[src/rtl/fetch_unit.sv]
`default_nettype none
// +----------------------------------------------------------------------------+
// | fetch_unit                                                                 |
// | Instruction fetch stage: PC, memory handshake, redirect, misalign, halt.   |
// | Rev 1.0                                                                    |
// +----------------------------------------------------------------------------+
module fetch_unit #(
  parameter logic [15:0] RESET_PC = 16'h0000,
  parameter logic [15:0] NOP_INST = 16'b0000_1000_0000_0000
) (
  input  logic        clk,
  input  logic        rst,
  input  logic        redirect,
  input  logic [15:0] redirect_pc,
  input  logic        stall_fetch,
  input  logic        halt_req,
  input  logic [15:0] imem_data,
  input  logic        imem_done,
  output logic [15:0] imem_addr,
  output logic        imem_rd,
  output logic [15:0] instruction,
  output logic [15:0] incremented_pc,
  output logic        inst_stall,
  output logic        inst_mis_align,
  output logic        halted
);

  localparam logic [15:0] C_PC_STEP = 16'd2;

  typedef enum logic [1:0] {
    S_FETCH    = 2'd0,
    S_WAIT     = 2'd1,
    S_MISALIGN = 2'd2,
    S_HALTED   = 2'd3
  } state_t;

  state_t      r_state;
  state_t      w_state_nxt;
  logic [15:0] r_pc;
  logic [15:0] w_pc_nxt;
  logic        r_pend;
  logic        w_pend_nxt;
  logic [15:0] r_pend_pc;
  logic [15:0] w_pend_pc_nxt;
  logic        r_halt_pend;
  logic        w_halt_pend_nxt;

  logic [15:0] w_pc_inc;
  logic        w_halt_any;
  logic        w_redir_take;
  logic        w_rd;
  logic        w_stall;
  logic        w_mis;

  assign w_pc_inc     = r_pc + C_PC_STEP;
  // While a read is outstanding a resolved halt masks any later redirect.
  assign w_halt_any   = halt_req | r_halt_pend;
  assign w_redir_take = redirect & ~w_halt_any;

  always_comb begin
    w_state_nxt     = r_state;
    w_pc_nxt        = r_pc;
    w_pend_nxt      = r_pend;
    w_pend_pc_nxt   = r_pend_pc;
    w_halt_pend_nxt = r_halt_pend;
    w_rd            = 1'b0;
    w_stall         = 1'b1;
    w_mis           = 1'b0;

    case (r_state)
      S_FETCH: begin
        if (halt_req) begin
          w_state_nxt = S_HALTED;
        end else if (r_pc[0]) begin
          if (redirect) begin
            w_pc_nxt = redirect_pc;
          end else begin
            w_mis       = 1'b1;
            w_stall     = 1'b0;
            w_state_nxt = S_MISALIGN;
          end
        end else begin
          w_rd = 1'b1;
          if (redirect) begin
            w_pc_nxt = redirect_pc;
          end else if (imem_done) begin
            w_stall = 1'b0;
            if (!stall_fetch) begin
              w_pc_nxt = w_pc_inc;
            end
          end else begin
            w_state_nxt = S_WAIT;
          end
        end
      end

      S_WAIT: begin
        w_rd = 1'b1;
        if (imem_done) begin
          w_state_nxt     = w_halt_any ? S_HALTED : S_FETCH;
          w_pend_nxt      = 1'b0;
          w_halt_pend_nxt = 1'b0;
          // A redirect seen during the wait makes the returning word stale.
          if (w_redir_take) begin
            w_pc_nxt = redirect_pc;
          end else if (r_pend) begin
            w_pc_nxt = r_pend_pc;
          end else begin
            w_stall = 1'b0;
            if (!stall_fetch) begin
              w_pc_nxt = w_pc_inc;
            end
          end
        end else begin
          if (halt_req) begin
            w_halt_pend_nxt = 1'b1;
          end
          if (w_redir_take) begin
            w_pend_nxt    = 1'b1;
            w_pend_pc_nxt = redirect_pc;
          end
        end
      end

      S_MISALIGN: begin
        if (halt_req) begin
          w_state_nxt = S_HALTED;
        end else if (redirect) begin
          w_pc_nxt    = redirect_pc;
          w_state_nxt = S_FETCH;
        end
      end

      S_HALTED: begin
        w_state_nxt = S_HALTED;
      end

      default: begin
        w_state_nxt = S_FETCH;
      end
    endcase
  end

  always_ff @(posedge clk or negedge rst) begin
    if (!rst) begin
      r_state     <= S_FETCH;
      r_pc        <= RESET_PC;
      r_pend      <= 1'b0;
      r_pend_pc   <= RESET_PC;
      r_halt_pend <= 1'b0;
    end else begin
      r_state     <= w_state_nxt;
      r_pc        <= w_pc_nxt;
      r_pend      <= w_pend_nxt;
      r_pend_pc   <= w_pend_pc_nxt;
      r_halt_pend <= w_halt_pend_nxt;
    end
  end

  // Outputs follow the reset pin directly so they are quiet while it is held.
  assign imem_addr      = r_pc;
  assign incremented_pc = w_pc_inc;
  assign imem_rd        = rst & w_rd;
  assign inst_stall     = ~rst | w_stall;
  assign inst_mis_align = rst & w_mis;
  assign halted         = rst & (r_state == S_HALTED);
  assign instruction    = (inst_stall | inst_mis_align) ? NOP_INST : imem_data;

endmodule
`default_nettype wire

[config.mk]
export PLATFORM = sky130hd
export DESIGN_NAME = fetch_unit
export DESIGN_NICKNAME = d
export VERILOG_FILES = /design/src/rtl/fetch_unit.sv
export SDC_FILE = /design/constraint.sdc
export NUM_CORES = 1
export LEC_CHECK = 0
export BUFFER_PORTS_ARGS = -buffer_cell sky130_fd_sc_hd__buf_2
export CAP_MARGIN = 40
export CORE_ASPECT_RATIO = 0.5
export CORE_MARGIN = 2
export CORE_UTILIZATION = 55
export CTS_CLUSTER_DIAMETER = 80
export DETAILED_ROUTE_END_ITERATION = 8
export PLACE_DENSITY_LB_ADDON = 0.12
export REMOVE_ABC_BUFFERS = 1
export SLEW_MARGIN = 20
export SYNTH_ARGS = -nofsm -noshare
export SYNTH_HDL_FRONTEND = slang
export SYNTH_SLANG_ARGS = --single-unit
[constraint.sdc]
create_clock -name clk -period 5 [get_ports clk]
set_input_delay 0.5 -clock clk [delete_from_list [all_inputs] [get_ports clk]]
set_output_delay 0.5 -clock clk [all_outputs]
set_load 0.05 [all_outputs]
* Word level (Yosys, flattened, before mapping)
Index checks and enable logic that the tools add are counted.
Widths: inputs -> output; s select.
** Operators by class
- Add/subtract/negate cells :: 1
- Eq/ne operators :: 14
- Multiplexer cells :: 44
- Bitwise logic cells :: 10
- Reductions and logical operators :: 10
** Operators with widths (count)
- $mux 16 :: 13
- $pmux 16 s3 :: 1
- $mux 1 :: 18
- $mux 2 :: 9
- $add 16x2->16 const B :: 1
- $ne 3x3->1 const B :: 5
- $reduce_and 9->1 :: 1
- $ne 2x2->1 const B :: 4
- $ne 4x4->1 const B :: 2
- $pmux 2 s4 :: 1
- $reduce_and 6->1 :: 1
- $and 1x1->1 :: 4
- $eq 2x2->1 const B :: 2
- $pmux 1 s2 :: 2
- $reduce_and 2->1 :: 2
- $reduce_and 4->1 :: 1
- $reduce_bool 2->1 :: 2
- $not 1->1 :: 3
- $or 1x1->1 :: 3
- $reduce_and 3->1 :: 1
- $reduce_bool 3->1 :: 1
- $eq 2x1->1 const B :: 1
- $logic_not 2->1 :: 1
** Word-level totals
- Bits in registers :: 36
- Input bits :: 38
- Output and inout port bits :: 52

* Longest topological paths before layout
- Depth after elaboration :: 9
- Gate-level depth with buffers :: 10
- Depth with buffers taken out :: 7

* Worst setup path before layout
Ideal clock, no wire load.
- Path kind :: flip-flop to output port
- Start point :: register with a tool-made name
- End point :: output instruction[10]
- Data arrival time :: 2.941 ns
- Required time :: 4.500 ns
- Setup slack :: 1.559 ns
- Stages on the path, launching flop included :: 6
- Buffers on the path :: 1
- Cells stage by stage :: dfrtp_1 nand3b_1 nor3b_1 nor3_1 clkbuf_1 and2_1
** RTL lines
- to (decl) :: line 21 : output logic [15:0] instruction,

* Worst setup path in the final report
- Start point :: register r_state[1]
- End point :: output instruction[12]
** On the way
- Word-level cells in the longest chain between the ends :: 5
- Elaborated cells between the ends (all ways) :: 8
** RTL lines
- from (decl) :: line 37 : state_t r_state;
- from (signal assigned) :: line 152 : r_state <= w_state_nxt;
- $eq 2x1->1 / $logic_not 2->1 (equally long branches) :: line 70 : case (r_state)
- $pmux 1 s2 / $mux 1 (equally long branches) :: line 70
- $or 1x1->1 / $and 1x1->1 (equally long branches) :: line 164, 165
- $or 1x1->1 (*) :: line 167 : assign instruction = (inst_stall | inst_mis_align) ? NOP_INST : imem_data;
- $mux 16 (*) :: line 167
Mark *: on every way between the ends. The rest lies on a longest branch, timed or not.

==> metrics.cfg <==
[status]
outcome = complete, no violations

[critical_path]
cp-start-kind = register
cp_max_fo = 18
crit_start = r_state[1]$_DFFE_PN0P_
rr_startpoint = r_state[1]$_DFFE_PN0P_
crit_type = reg2out
crit_required_ns = 4.50
cpPeakStageDelay_ns = 0.56
critPathCaptureType = primary output
cp_slowest_cell = ha_1
path_cells = inv_1, ha_1, inv_1, o21ai_0, nand2_1, nor3_1, buf_2, and2_1, buf_2
cp.arrival_ns = 2.88

[die]
rows = 17
start_util_pct = 58.2
die-area_sq_um = 5350
die_height_microns = 52.7
ioPinCount = 90
die_w_microns = 101
coreArea_sq_um = 4490

[timing]
fin_tns_setup_ns = 0
slew_headroom_pct = 43.3
tightest_slew_ns = 0.842
setup_ws_ns = 1.62
fin_crit_ns = 3.38
finClkSkew_ns = 0.00625
slew_viol_final = 0
hold_viol = 0
rsz0062_at_grt = false
period_share_pct = 67.5
max_freq_mhz = 296
finalSetupViolCount = 0

[logic_synthesis]
synth_area_leaders = dfrtp_1 34%, mux2_2 6.9%, nand2_1 3.9%
synth-seq-cells = 36
synth.yosys.warnings = 0
syn_area_per_cell_sq_um = 8.60
synth_edf_count = 0
async_flop_share_pct = 100
synth_seq_area_share_pct = 34.5
synth_top_area_cell = dfrtp_1
syn_area_sq_um = 2610
synth.top_cell.area_share_pct = 34.5
syn-instance-count = 304
synth.distinct_cells = 56
ys.flop_type = dfrtp_1

[global_route]
grt_pass1_wl_mm = 11.4
overflow = 0
grt.total_usage_pct = 27.8
antenna_found_initial = 0
grt_max_degree = 34
grt_pass1_vias = 2372

[cts]
hold_buffers = 0
htreeDepth = 2
insertion_delay_ns = 0.29
cts_buffer_depth = 2
cts_buffers = 5
clk_pin_slew_worst_paths_ns = 0.08
cts_tree = yes
cts-root-buf = clkbuf_8
cts_setup_buffers = 0
cts.sinks = 36
cts_resized = 0

[power_and_ir_drop]
power_density_nw_per_um2 = 210
switchingPower_uw = 222
p_sw_share_pct = 33.2
pwr-share-comb_pct = 20.5
intPower_uw = 447
seq_power_share_pct = 46.5
p_clk_share_pct = 33.0
ir_drop_mv = 0.167
p_leak_uw = 0.00157

[placement]
gp_congestion = 0.846
place_ws_ns = 1.86
dp_hpwl_mm = 5.12
portBuffers = 89

[routing]
drtIter0Drc = 247
ant_nets = 0
wl_per_cell_microns = 16.0
dr_total_vias = 2693
drc = 0
wl_mm = 7.22
first_pass_iters = 5
viasPerCell = 5.97

[finish]
fin_nets = 427
final_layout_size_suffix_gt1_share_pct = 34.3
multi_input_area_sq_um = 1570
area_delta_synth_final_pct = 21.7
n_antenna_cell = 0
num-fill-cells = 372
seq_area_sq_um = 901

[worst_hold_path]
hold_path_class = in2async

[flow_run]
cap_violations = 0

==> cells by family (layout without fill, tap and decap cells) <==
kind of cell,Yosys count,after routing,synth area share (%)
xor gates and xnor gates,11,11,3.69
buffers and inverters,34,115,5.31
DFF,36,36,34.5
muxes,18,18,7.66
AOI/OAI and AO/OA,79,79,21.0
adders and majority gates,5,5,2.39
and+or+nand+nor,121,121,25.5
==> registers in the layout, indices dropped and copies added (netlist names), named ones only <==
signal / flops
imem_addr: 15
r_halt_pend: 1
r_pend_pc: 16
r_state: 2
r_pend: 1
==> power by group through the flow <==
stage	Combinational (uW)	Sequential [uW]	Clock [uW]
global route	146	313	236
CTS	137	311	224
global placement	135	316	0
finish	137	311	221
detailed placement	136	317	0
floorplan	63.8	339	0
==> per-stage QoR <==
step | hold slack [ns] | cell area [sq um] | utilization [%] | total power [uW] | cells
5_1_grt | 0.0337 | 3180 | 70.9 | 695 | 451
3_5_place_dp | 0.353 | 3070 | 68.5 | 453 | 442
4_1_cts | 0.0393 | 3170 | 70.5 | 672 | 450
3_3_place_gp | 0.353 | 3060 | 68.2 | 452 | 440
2_1_floorplan | 0.204 | 2530 | - | 403 | 284
6_report | 0.0357 | 3180 | 70.9 | 669 | 451
==> synthesized netlist by cell type, types with 3 or more instances <==
library cell  instances
dfrtp_1              36
nand2_1              27
nor2_1               24
o21ai_0              19
a21oi_1              16
and2_1               16
mux2_2               16
clkbuf_1             13
inv_1                13
nand3_1              11
nor3_1                8
xnor2_1               7
a222oi_1              6
buf_2                 6
ha_1                  5
nand2b_1              5
o22ai_1               5
a21o_1                4
a221o_1               4
a22oi_1               4
xor2_1                4
a31oi_1               3
nand4_1               3
nor2b_1               3
nor3b_1               3
==> critical path, delay by kind of cell (launching register included) <==
kind            cells  cell delay, ns
fa+ha+maj           1            0.56
simple gates        3            0.57
buf+inv             4            0.84
flops               1            0.41
compound gates      1            0.20
==> layout make-up <==
cell class                      count  area share (%)
Multi-Input combinational cell    234            49.5
Sequential cell                    36            28.3
Timing Repair Buffer               93            15.0
Clock buffer                        6            2.60
Tap cell                           66            2.60
Inverter                           14            1.65
Clock inverter                      2           0.315
==> routing by layer <==
| metal | routed length (microns) | global-route usage [%] |
|---|---|---|
| met2 | 3280 | 44.0 |
| met3 | 704 | 7.33 |
| met1 | 3170 | 37.8 |
| met4 | 67 | 7.66 |
| met5 | 0 | 0 |
==> cell usage in the layout (no fill, tap or decap), types with 11 or more instances in the layout <==
cell type,synthesis,layout
nand2_1,27,27
a21oi_1,16,16
inv_1,13,13
o21ai_0,19,19
dfrtp_1,36,36
mux2_2,16,16
nand3_1,11,11
nor2_1,24,24
buf_2,6,91
and2_1,16,16
==> final timing paths <==
kind                                        endpoint  slack, ns  depth (start not counted)
max                                  instruction[12]       1.62                          9
min                        r_pend_pc[15]$_DFFE_PN0P_       0.04                          1
max reg2reg                imem_addr[11]$_DFFE_PN0P_       2.32                          8
min reg2reg                r_pend_pc[12]$_DFFE_PN0P_       0.50                          1
max in group asynchronous         r_pend$_DFFE_PN0P_       4.28                          2
min in group clk            r_pend_pc[2]$_DFFE_PN0P_       0.45                          2
Note: power is estimated with default switching activity, not from simulation.
